`src/rtl/sipo_pkg.sv`:
```
// Shared types and constants for the 4-bit serial-in/parallel-out deserializer.
// Bits arrive LSB first, which matches the bit order of the 4-bit PISO.
package sipo_pkg;

  localparam int WORD_W    = 4;
  localparam int CNT_W     = 8;
  localparam int BIT_CNT_W = 2;

  localparam logic [CNT_W-1:0]     WORD_CNT_INC = 'd1;
  localparam logic [BIT_CNT_W-1:0] BIT_LAST     = 2'd3;

  typedef enum logic {
    IDLE = 1'b0,
    RECV = 1'b1
  } state_t;

endpackage

```
`src/rtl/sipo_bit_counter.sv`:
```
// 2-bit bit-position counter with synchronous clear, load-to-1 and increment.
// Priority order: rst, clr, load1, en.
module sipo_bit_counter
  import sipo_pkg::*;
(
  input  logic                 clk,
  input  logic                 rst,
  input  logic                 clr,
  input  logic                 load1,
  input  logic                 en,
  output logic [BIT_CNT_W-1:0] cnt
);

  always_ff @(posedge clk) begin
    if (rst) begin
      cnt <= '0;
    end else if (clr) begin
      cnt <= '0;
    end else if (load1) begin
      cnt <= 2'd1;
    end else if (en) begin
      cnt <= cnt + 2'd1;
    end
  end

endmodule

```
`src/rtl/sipo_4bit_deser.sv`:
```
// 4-bit deserializer: collects LSB-first serial bits framed by sof into words.
// All outputs are registered; a premature sof aborts the partial word.
//
//   state | meaning
//   ------+------------------------------------------------------------
//   IDLE  | no word in progress; only a bit with sof is accepted
//   RECV  | bit 0 captured, bits 1..3 pending (position in bit_cnt)
module sipo_4bit_deser
  import sipo_pkg::*;
#(
  parameter int WORD_W = sipo_pkg::WORD_W
) (
  input  logic              clk,
  input  logic              rst,
  input  logic              ser_in,
  input  logic              ser_en,
  input  logic              sof,
  output logic [WORD_W-1:0] dout,
  output logic              dout_valid,
  output logic              frame_err,
  output logic [CNT_W-1:0]  word_cnt
);

  state_t                 state;
  logic [BIT_CNT_W-1:0]   bit_cnt;
  logic [WORD_W-2:0]      shift;  // bits 0..2; bit 3 goes straight into dout

  logic start;
  logic advance;
  logic last;
  logic cnt_clr;
  logic cnt_en;

  // sof restarts a word from either state, so the counter load ignores state
  assign start   = ser_en & sof;
  assign advance = ser_en & ~sof & (state == RECV);
  assign last    = (bit_cnt == BIT_LAST);
  assign cnt_clr = advance & last;
  assign cnt_en  = advance & ~last;

  sipo_bit_counter u_bit_counter (
    .clk   (clk),
    .rst   (rst),
    .clr   (cnt_clr),
    .load1 (start),
    .en    (cnt_en),
    .cnt   (bit_cnt)
  );

  always_ff @(posedge clk) begin
    if (rst) begin
      state      <= IDLE;
      shift      <= '0;
      dout       <= '0;
      dout_valid <= 1'b0;
      frame_err  <= 1'b0;
      word_cnt   <= '0;
    end else begin
      dout_valid <= 1'b0;
      frame_err  <= 1'b0;
      if (ser_en) begin
        case (state)
          IDLE: begin
            if (sof) begin
              shift <= {{(WORD_W-2){1'b0}}, ser_in};
              state <= RECV;
            end
          end
          RECV: begin
            if (sof) begin
              frame_err <= 1'b1;
              shift     <= {{(WORD_W-2){1'b0}}, ser_in};
            end else if (last) begin
              dout       <= {ser_in, shift};
              dout_valid <= 1'b1;
              word_cnt   <= word_cnt + WORD_CNT_INC;
              state      <= IDLE;
            end else begin
              shift[bit_cnt] <= ser_in;
            end
          end
          default: state <= IDLE;
        endcase
      end
    end
  end

endmodule

```
`config.mk`:
```
export PLATFORM = sky130hd
export DESIGN_NAME = sipo_4bit_deser
export DESIGN_NICKNAME = d
export VERILOG_FILES = /design/src/rtl/sipo_pkg.sv /design/src/rtl/sipo_bit_counter.sv /design/src/rtl/sipo_4bit_deser.sv
export SDC_FILE = /design/constraint.sdc
export NUM_CORES = 1
export LEC_CHECK = 0
export CAP_MARGIN = 0
export CORE_MARGIN = 5
export CORE_UTILIZATION = 52
export DETAILED_ROUTE_END_ITERATION = 12
export GPL_ROUTABILITY_DRIVEN = 0
export PLACE_DENSITY_LB_ADDON = 0.1
export RECOVER_POWER = 100
export SLEW_MARGIN = 20
export SYNTH_ARGS = -nofsm -noshare
export SYNTH_HDL_FRONTEND = slang
export SYNTH_SLANG_ARGS = --single-unit
```
`constraint.sdc`:
```
create_clock -name clk -period 3 [get_ports clk]
set_clock_uncertainty 0.1 [all_clocks]
set_input_delay 0.6 -clock clk [delete_from_list [all_inputs] [get_ports clk]]
set_output_delay 0.6 -clock clk [all_outputs]
set_load 0.05 [all_outputs]
```
---- After elaboration in Yosys (flattened, before gate mapping) ----
Cells that the tools add are included.
cells by class
  order comparisons ....................... 2
  muxes and demuxes ....................... 14
  add/sub/neg operators ................... 2
  bitwise logic cells ..................... 9
  reductions and logical operators ........ 8
  equal/unequal tests ..................... 3
operator list
  operator                                                            count
  2-to-1 mux 3 bit                                                    3
  adder 8 x 1 -> 8 bit (second input constant)                        1
  2-to-1 mux 1 bit                                                    7
  case mux 3 bit (2 select lines)                                     1
  OR reduction 3 bit                                                  2
  bitwise AND 1 bit                                                   5
  NOT 1 bit                                                           4
  AND reduction 4 bit                                                 1
  OR reduction 4 bit                                                  1
  bitwise mux 3 bit                                                   1
  < comparator 2 x 3 -> 1 bit (second input constant)                 1
  inequality test 3 bit (second input constant)                       1
  AND reduction 3 bit                                                 1
  adder 2 x 1 -> 2 bit (second input constant)                        1
  demux 1 bit (select 2 bit)                                          1
  == test 2 bit (second input constant)                               1
  greater-or-equal comparator 2 x 1 -> 1 bit (second input constant)  1
  inequality test 2 bit (second input constant)                       1
  case mux 1 bit (2 select lines)                                     1
  nonzero test 2 bit                                                  1
  OR reduction 2 bit                                                  1
  logical AND 1 bit                                                   1
storage, ports and cells
  output and inout port bits .............. 14
  register bits after elaboration ......... 20

---- Depth between registers and ports, before layout ----
Gate-level depths: netlist (run 1).
  depth after elaboration ................. 8
  depth in mapped cells ................... 6
  depth with buffers taken out ............ 6

---- Hierarchy ----
Synthesis (run 1) repeated with hierarchy kept, for this count alone.
second synthesis, totals
  cell total of the unflattened synthesis .. 108
  area, all modules ....................... 935.9 µm²
modules (own cells, without submodules)
  module            area each (µm²)  instances  seq. area each (µm²)  cells an instance
  sipo_4bit_deser   843.3            1          360.3                 100
  sipo_bit_counter  92.6             1          40.0                  8

---- Worst setup path before layout (run 1) ----
Ideal clock, no wire load.
  path type ............................... reg2reg
  start point ............................. register word_cnt[2]
  end point ............................... register word_cnt[7]
  stages on the path, launching flop included .. 5
  arrival ................................. 1.411 ns
  required time ........................... 2.772 ns
  setup time .............................. 0.128 ns
  path slack .............................. 1.362 ns
  cells stage by stage .................... dfxtp_1 > nand3_1 > nor4_4 > xnor2_1 > nor2_1
between the ends
  word-level cells in the longest chain between the ends .. 1
ends and longest elaborated chain
  element                 line                   source
  start, declared         sipo_4bit_deser.sv:21  output logic [CNT_W-1:0] word_cnt
  start signal, assigned  sipo_4bit_deser.sv:76  word_cnt <= word_cnt + WORD_CNT_INC;
  adder 8 x 1 -> 8 bit    sipo_4bit_deser.sv:76
Every way passes these cells.
A chain may end at the register's enable or synchronous reset.

---- Worst setup path after layout (run 1) ----
  start point ............................. input port ser_en
  end point ............................... register word_cnt[7]
between the ends
  word-level cells in the longest chain between the ends .. 1
ends and longest elaborated chain
  element                        line                   source
  start, declared                sipo_4bit_deser.sv:16  input logic ser_en,
  AND reduction 4 bit (no line)  -
Every way passes these cells.

==> results.toml, run 1 <==
[setup_path]
cp_top_family = "simple AND/OR/NAND/NOR gates"
cp.required_ps = 3070
path_max_fanout = 12
critPathBufInv = 1
start_kind = "primary input"
worst_ep_arrival_time_ps = 2450
slowest_delay_ps = 760
crit_chain = "dlygate4sd3_1 > nand4b_1 > nor4_1 > xnor2_1 > nor2_1"
critPathKind = "primary input to register"
crit_path_top_delay_cell = "dlygate4sd3_1"
end_kind = "register"

[routing]
finalWirelength_um = 1690
dr.pass1.iters = 4
vias_per_cell = 5.38
vias = 715
ant_nets = 0
drt_iter0_drc = 6
route.detailed.drc = 0
wire_per_inst_um = 12.7

[clocking]
cts_resized = 0
cts_hold_buf = 0
cts.path.max_buffers = 2
cts_tree = "done"
post-cts-setup-buffer-count = 0
cts.sinks = 20
cts-root-buf = "clkbuf_4"
clk_pin_slew_ps = 110
h-tree-depth = 1
clk_latency_ps = 300
cts_buffers = 3

[place]
placed_cells = 129
pre_cts_slack_ps = 623
dpl_cell_area_mm2 = 0.00108
dp_hpwl_um = 1260
io_buffers = 18

[die]
fp.dieW_um = 51.7
die_area_mm2 = 0.00267
die_h_um = 51.7
row_count = 15
ioPinCount = 19
core-area_mm2 = 0.00169
start_util_pct = 53.4

[timing]
drv_slew = 0
fin_ws_ps = 617
period_minus_slack_ps = 2380
clock.fmax_mhz = 420
setup_violations = 0
setup_tns_ps = 0
relSlewSlack_pct = 57.1
hold_slack_ps = 364
hold_viol_final = 0
period_share_pct = 79.4
rsz0062_at_grt = "false"
worst_pin_slew_ps = 642

[synth]
synth_seq_area_share_pct = 44.4
synthDistinctLibCells = 27
syn_inst = 99
yosys_warnings = 0
syn-cell-area_um2 = 902
synth_area_per_cell_um2 = 9.11
synth_nets = 109
synth-seq-cells = 20

[layout]
final_cells = 133
drive_above_1_share_pct = 4.31
antenna_cells = 0
design_area_mm2 = 0.00108
syn_to_final_growth_pct = 20.2
final_nets = 127

[run]
cap_violations = 0

[power_and_ir_drop]
p_leak_nw = 0.459
power.density_mw_per_mm2 = 419
ir_drop_v = 0.000306

[global_route]
grt_usage_pct = 14.9
antenna_found_initial = 0
grt_pass1_wl_um = 3040
grt_max_degree = 20
grt_pass1_vias = 695
grt_overflow_total = 0

[hold_path]
min_path_type = "register to register"

[status]
outcome = "finished clean"
-- path summary, 6_finish.rpt --
kind / depth (start not counted) / slack (ps) / from / end
setup / recovery: 5 / 620 / ser_en / word_cnt[7]
hold / removal: 2 / 360 / dout[3] / dout[3]
setup reg to reg: 5 / 1120 / u_bit_counter.cnt[0] / word_cnt[7]
hold reg to reg: 2 / 360 / dout[3] / dout[3]
-- sequential cells by signal, summed over array words and instances, names as in the netlist --
name / count
dout: 4
dout_valid: 1
word_cnt: 8
u_bit_counter.cnt: 2
shift: 3
frame_err: 1
state: 1
-- where the power goes --
part	switching, mW	leakage, nW	internal (mW)
logic	0.0165	0.276	0.0131
registers	0.00302	0.162	0.269
clock network	0.0792	0.0210	0.0740
-- cell type report --
type,count,area [um2]
Timing Repair Buffer,18,180
Multi-Input combinational cell,72,439
Clock buffer,4,36.3
Sequential cell,20,400
Inverter,2,7.51
Fill cell,158,604
Tap cell,17,21.3
-- routing by layer --
metal	GRT usage, %	wire length [um]	vias up
met2	24.6	816	17
met1	18.9	765	328
li1	-	-	368
met5	0	0	-
met4	6.55	29	0
met3	2.87	78	2
-- Yosys cell counts --
library cell / number / area, um2
a21o_1: 2 / 15.0
a21oi_1: 6 / 30.0
a22oi_1: 1 / 7.51
a2bb2oi_1: 1 / 8.76
and2b_2: 1 / 8.76
and4b_2: 1 / 11.3
buf_1: 1 / 3.75
buf_2: 1 / 5.00
buf_4: 1 / 7.51
clkbuf_1: 2 / 7.51
dfxtp_1: 20 / 400
ha_1: 5 / 62.6
inv_1: 2 / 7.51
mux2i_1: 3 / 30.0
nand2_1: 18 / 67.6
nand3_1: 2 / 10.0
nand4_1: 2 / 12.5
nand4b_4: 1 / 23.8
nor2_1: 12 / 45.0
nor3_1: 3 / 15.0
nor3b_1: 1 / 7.51
nor4_4: 1 / 21.3
o211ai_1: 2 / 15.0
o21a_1: 1 / 7.51
o21ai_0: 2 / 10.0
xnor2_1: 4 / 35.0
xor2_1: 3 / 26.3
-- worst min-delay path, stage by stage (launching register included) --
cell and delay, ps:
dfxtp_1 320, nand2_1 50, a21oi_1 60
-- cells in the final DEF, fill, tap and decap left out, types with 2 or more instances in the layout --
master           synthesis  routed
dfxtp_1                 20      20
a21oi_1                  6       6
nand4_1                  2       2
o21ai_0                  2       2
dlygate4sd3_1            0      15
nand3_1                  2       2
nor3_1                   3       3
xor2_1                   3       3
xnor2_1                  4       4
nand2_1                 18      18
ha_1                     5       5
a21o_1                   2       2
clkdlybuf4s50_1          0       3
mux2i_1                  3       3
o211ai_1                 2       2
nor2_1                  12      12
inv_1                    2       2
clkbuf_4                 0       3
-- logic make-up after synthesis --
kind of cell | share of synthesized area [%]
DFF | 44.4
AOI/OAI and AO/OA | 10.4
xor gates and xnor gates | 6.80
muxes | 3.33
buffers and inverters | 3.47
adders and majority gates | 6.93
and+or+nand+nor | 24.7
-- per-stage QoR --
stage / total power [mW] / util (%)
after global routing: 0.482 / 64.2
after global placement: 0.308 / 63.9
after CTS: 0.466 / 66.1
after detailed placement: 0.309 / 63.9
after floorplan: 0.299 / -
final: 0.455 / 64.2
(Power assumes the default switching activity.)
==> inputs of run 2 (changes only) <==
- CORE_UTILIZATION: 52 -> 44
- clock period: 3 -> 1.9 ns (I/O delays scaled with it)
==> run 2 against run 1 <==
Critical endpoint is now word_cnt[2]. Clock power increased by 60%. Total power is 60% higher. Sequential power up 58%. Count of clock-buffer cells in the layout is the same. Non-clock buffer count grew 7. Setup slack worse by 430 ps. Highest routed layer unchanged. First-iteration DRC count is 50% higher. Flip-flop and latch count did not move. Final cell count increased by 13%. Via count is 2.2% higher. Core utilization is 10 points lower.
==> results.toml, run 2 (synthesis results as in run 1) <==
[status]
outcome = "finished clean"

[routing]
vias = 731
ant_nets = 0
drt_iter0_drc = 9
vias_per_cell = 4.87
route.detailed.drc = 0
finalWirelength_um = 1810
wire_per_inst_um = 12.1
dr.pass1.iters = 4

[global_route]
grt_pass1_vias = 730
grt_pass1_wl_um = 3190
grt_max_degree = 12
grt_usage_pct = 12.7
antenna_found_initial = 0
grt_overflow_total = 0

[setup_path]
crit_chain = "clkbuf_1"
slowest_delay_ps = 500
crit_path_top_delay_cell = "clkbuf_1"
start_kind = "register"
path_max_fanout = 5
cp.required_ps = 1420
end_kind = "primary output"
worst_ep_arrival_time_ps = 1230
cp_top_family = "buffers and inverters"
critPathBufInv = 1
critPathKind = "register to primary output"

[layout]
final_nets = 134
antenna_cells = 0
layout_commonest_cell = "dfxtp_1"
design_area_mm2 = 0.00105
layout_common_cells = "20 x dfxtp_1, 18 x nand2_1, 15 x clkbuf_1"
regMostFlops = "word_cnt"
reg_top3 = "word_cnt: 8 flops, dout: 4 flops, shift: 3 flops"
drive_above_1_share_pct = 8.13
syn_to_final_growth_pct = 16.9
fillers = 232
largest_reg_flops = 8

[place]
dpl_cell_area_mm2 = 0.00111
io_buffers = 18
dp_hpwl_um = 1370

[timing]
worst_pin_slew_ps = 604
period_minus_slack_ps = 1710
clock.fmax_mhz = 585
setup_violations = 0
hold_slack_ps = 361
relSlewSlack_pct = 59.9
rsz0062_at_grt = "false"
hold_viol_final = 0
setup_tns_ps = 0
period_share_pct = 89.9
drv_slew = 0

[die]
die_h_um = 55.3
start_util_pct = 46.0
fp.dieW_um = 55.3
row_count = 16
core-area_mm2 = 0.00196
ioPinCount = 19
die_area_mm2 = 0.00306

[clocking]
cts.path.max_buffers = 2
cts-root-buf = "clkbuf_4"
cts_resized = 0
cts_hold_buf = 0
clk_pin_slew_ps = 110
post-cts-setup-buffer-count = 0
clk_latency_ps = 290
cts_buffers = 3
cts.sinks = 20
h-tree-depth = 1
cts_tree = "done"

[hold_path]
min_path_type = "register to register"

[run]
cap_violations = 0

[power_and_ir_drop]
power.density_mw_per_mm2 = 689
ir_drop_v = 0.000377
p_leak_nw = 0.409
run 2: where the power goes:
| group | leakage [nW] | switching [mW] | total (mW) | internal (mW) |
|---|---|---|---|---|
| Combinational | 0.227 | 0.0282 | 0.0525 | 0.0243 |
| Sequential | 0.162 | 0.00460 | 0.429 | 0.424 |
| Clock | 0.0210 | 0.128 | 0.245 | 0.117 |
run 2: cell type report:
type	count	area, um2	share of cell area [%]
clock buffer	4	36.3	3.44
inverter	2	7.51	0.712
tap	27	33.8	3.20
multi-input combinational	72	438	41.5
sequential	20	400	38.0
timing repair buffer	25	139	13.2
run 2: path summary, 6_finish.rpt:
kind | startpoint | to | slack (ps) | cells after the start
setup / recovery | word_cnt[2] | word_cnt[2] | 190 | 1
hold / removal | shift[2] | dout[2] | 360 | 2
setup reg to reg | u_bit_counter.cnt[1] | word_cnt[7] | 270 | 5
hold reg to reg | shift[2] | dout[2] | 360 | 2
run 2: routing by layer:
metal / track usage [%] / up-vias / wire [um]
met5: 0 / - / 0
met4: 5.21 / 0 / 10
met3: 3.03 / 2 / 122
met2: 19.3 / 20 / 757
met1: 17.1 / 329 / 919
li1: - / 380 / -
run 2: per-stage QoR:
step                      instances  power, mW  setup WS, ps  utilization (%)
after floorplan                  99      0.472           262                -
after global placement          146      0.494           126             56.6
after detailed placement        146      0.495          87.4             56.6
after CTS                       150      0.737           249             58.4
after global routing            150      0.762           126             53.8
final                           150      0.726           192             53.8
==> inputs of run 3 (changes only) <==
- CORE_MARGIN: 5 -> 3
==> run 3 against run 2 <==
Routed wire length down 5.8%. Combinational power down 2%. Count of clock-buffer cells in the layout unchanged. Non-clock buffer count down 1. Sequential power about the same. Maximum frequency up 0.26%. Die area down 14%. Flip-flop and latch count unchanged. Largest cell class unchanged. Largest power group unchanged.
==> results.toml, run 3 (synthesis results as in run 1) <==
[setup_path]
end_kind = "primary output"
crit_chain = "clkbuf_1"
slowest_delay_ps = 490
cp.required_ps = 1420
worst_ep_arrival_time_ps = 1220
critPathKind = "register to primary output"
crit_path_top_delay_cell = "clkbuf_1"
path_max_fanout = 4
start_kind = "register"
critPathBufInv = 1
cp_top_family = "buffers and inverters"

[die]
start_util_pct = 49.6
ioPinCount = 19
core-area_mm2 = 0.00182
row_count = 15
fp.dieW_um = 51.3
die_area_mm2 = 0.00263
die_h_um = 51.3

[timing]
relSlewSlack_pct = 60.2
fin_ws_ps = 196
hold_viol_final = 0
clock.fmax_mhz = 587
rsz0062_at_grt = "false"
period_minus_slack_ps = 1700
setup_tns_ps = 0
setup_violations = 0
drv_slew = 0
period_share_pct = 89.7
worst_pin_slew_ps = 599

[power_and_ir_drop]
p_leak_nw = 0.400
power.density_mw_per_mm2 = 701
ir_drop_v = 0.000580

[place]
placed_cells = 143
dp_hpwl_um = 1300
io_buffers = 18
pre_cts_slack_ps = 71.8

[layout]
antenna_cells = 0
syn_to_final_growth_pct = 15.4
final_cells = 147
reg_top3 = "word_cnt: 8 flops, dout: 4 flops, shift: 3 flops"
layout_common_cells = "20 x dfxtp_1, 18 x nand2_1, 16 x clkbuf_1"
layout_commonest_cell = "dfxtp_1"
final_nets = 133
drive_above_1_share_pct = 6.56
largest_reg_flops = 8
regMostFlops = "word_cnt"
final_core_utilization_pct = 57.2

[clocking]
h-tree-depth = 1
cts.sinks = 20
clk_pin_slew_ps = 120
cts_tree = "done"
cts_buffers = 3
post-cts-setup-buffer-count = 0
clk_latency_ps = 300
cts-root-buf = "clkbuf_4"
cts_hold_buf = 0
cts_resized = 0
cts.path.max_buffers = 2

[routing]
finalWirelength_um = 1700
wire_per_inst_um = 11.6
ant_nets = 0
drt_iter0_drc = 7
vias_per_cell = 4.99
route.detailed.drc = 0
dr.pass1.iters = 4
vias = 733

[global_route]
grt_pass1_vias = 672
antenna_found_initial = 0
grt_usage_pct = 15.0
grt_pass1_wl_um = 2910
grt_max_degree = 12
grt_overflow_total = 0

[status]
outcome = "finished clean"

[run]
cap_violations = 0

[hold_path]
min_path_type = "register to register"
## run 3: path summary, 6_finish.rpt
kind	start	end	slack [ps]	depth (start not counted)
min	shift[0]	dout[0]	350	2
max reg2reg	u_bit_counter.cnt[0]	word_cnt[7]	260	5
min reg2reg	shift[0]	dout[0]	350	2
max	word_cnt[3]	word_cnt[3]	200	1
## run 3: layout make-up
type | instances | area [um2]
Clock buffer | 4 | 36.3
Fill cell | 190 | 779
Inverter | 2 | 7.51
Multi-Input combinational cell | 72 | 438
Sequential cell | 20 | 400
Tap cell | 25 | 31.3
Timing Repair Buffer | 24 | 128
## run 3: per-layer routing
layer	part of all wire [%]	track usage (%)	up-vias	routed length (um)
li1	-	-	379	-
met1	46	17.6	335	791
met2	46	24.2	17	782
met3	6.7	6.71	2	114
met4	0.94	5.24	0	16
met5	0	0	-	0
## run 3: stage by stage
| step | hold slack [ps] | total power, mW | area, um2 |
|---|---|---|---|
| after floorplan | 332 | 0.472 | 902 |
| after global placement | 340 | 0.494 | 1100 |
| after detailed placement | 349 | 0.495 | 1100 |
| after CTS | 356 | 0.740 | 1140 |
| after global routing | 361 | 0.761 | 1040 |
| final | 349 | 0.729 | 1040 |
## run 3: report_power, final
| group | switching (mW) | internal (mW) | leakage [nW] |
|---|---|---|---|
| logic | 0.0273 | 0.0241 | 0.217 |
| clock network | 0.132 | 0.117 | 0.0210 |
| registers | 0.00474 | 0.424 | 0.162 |
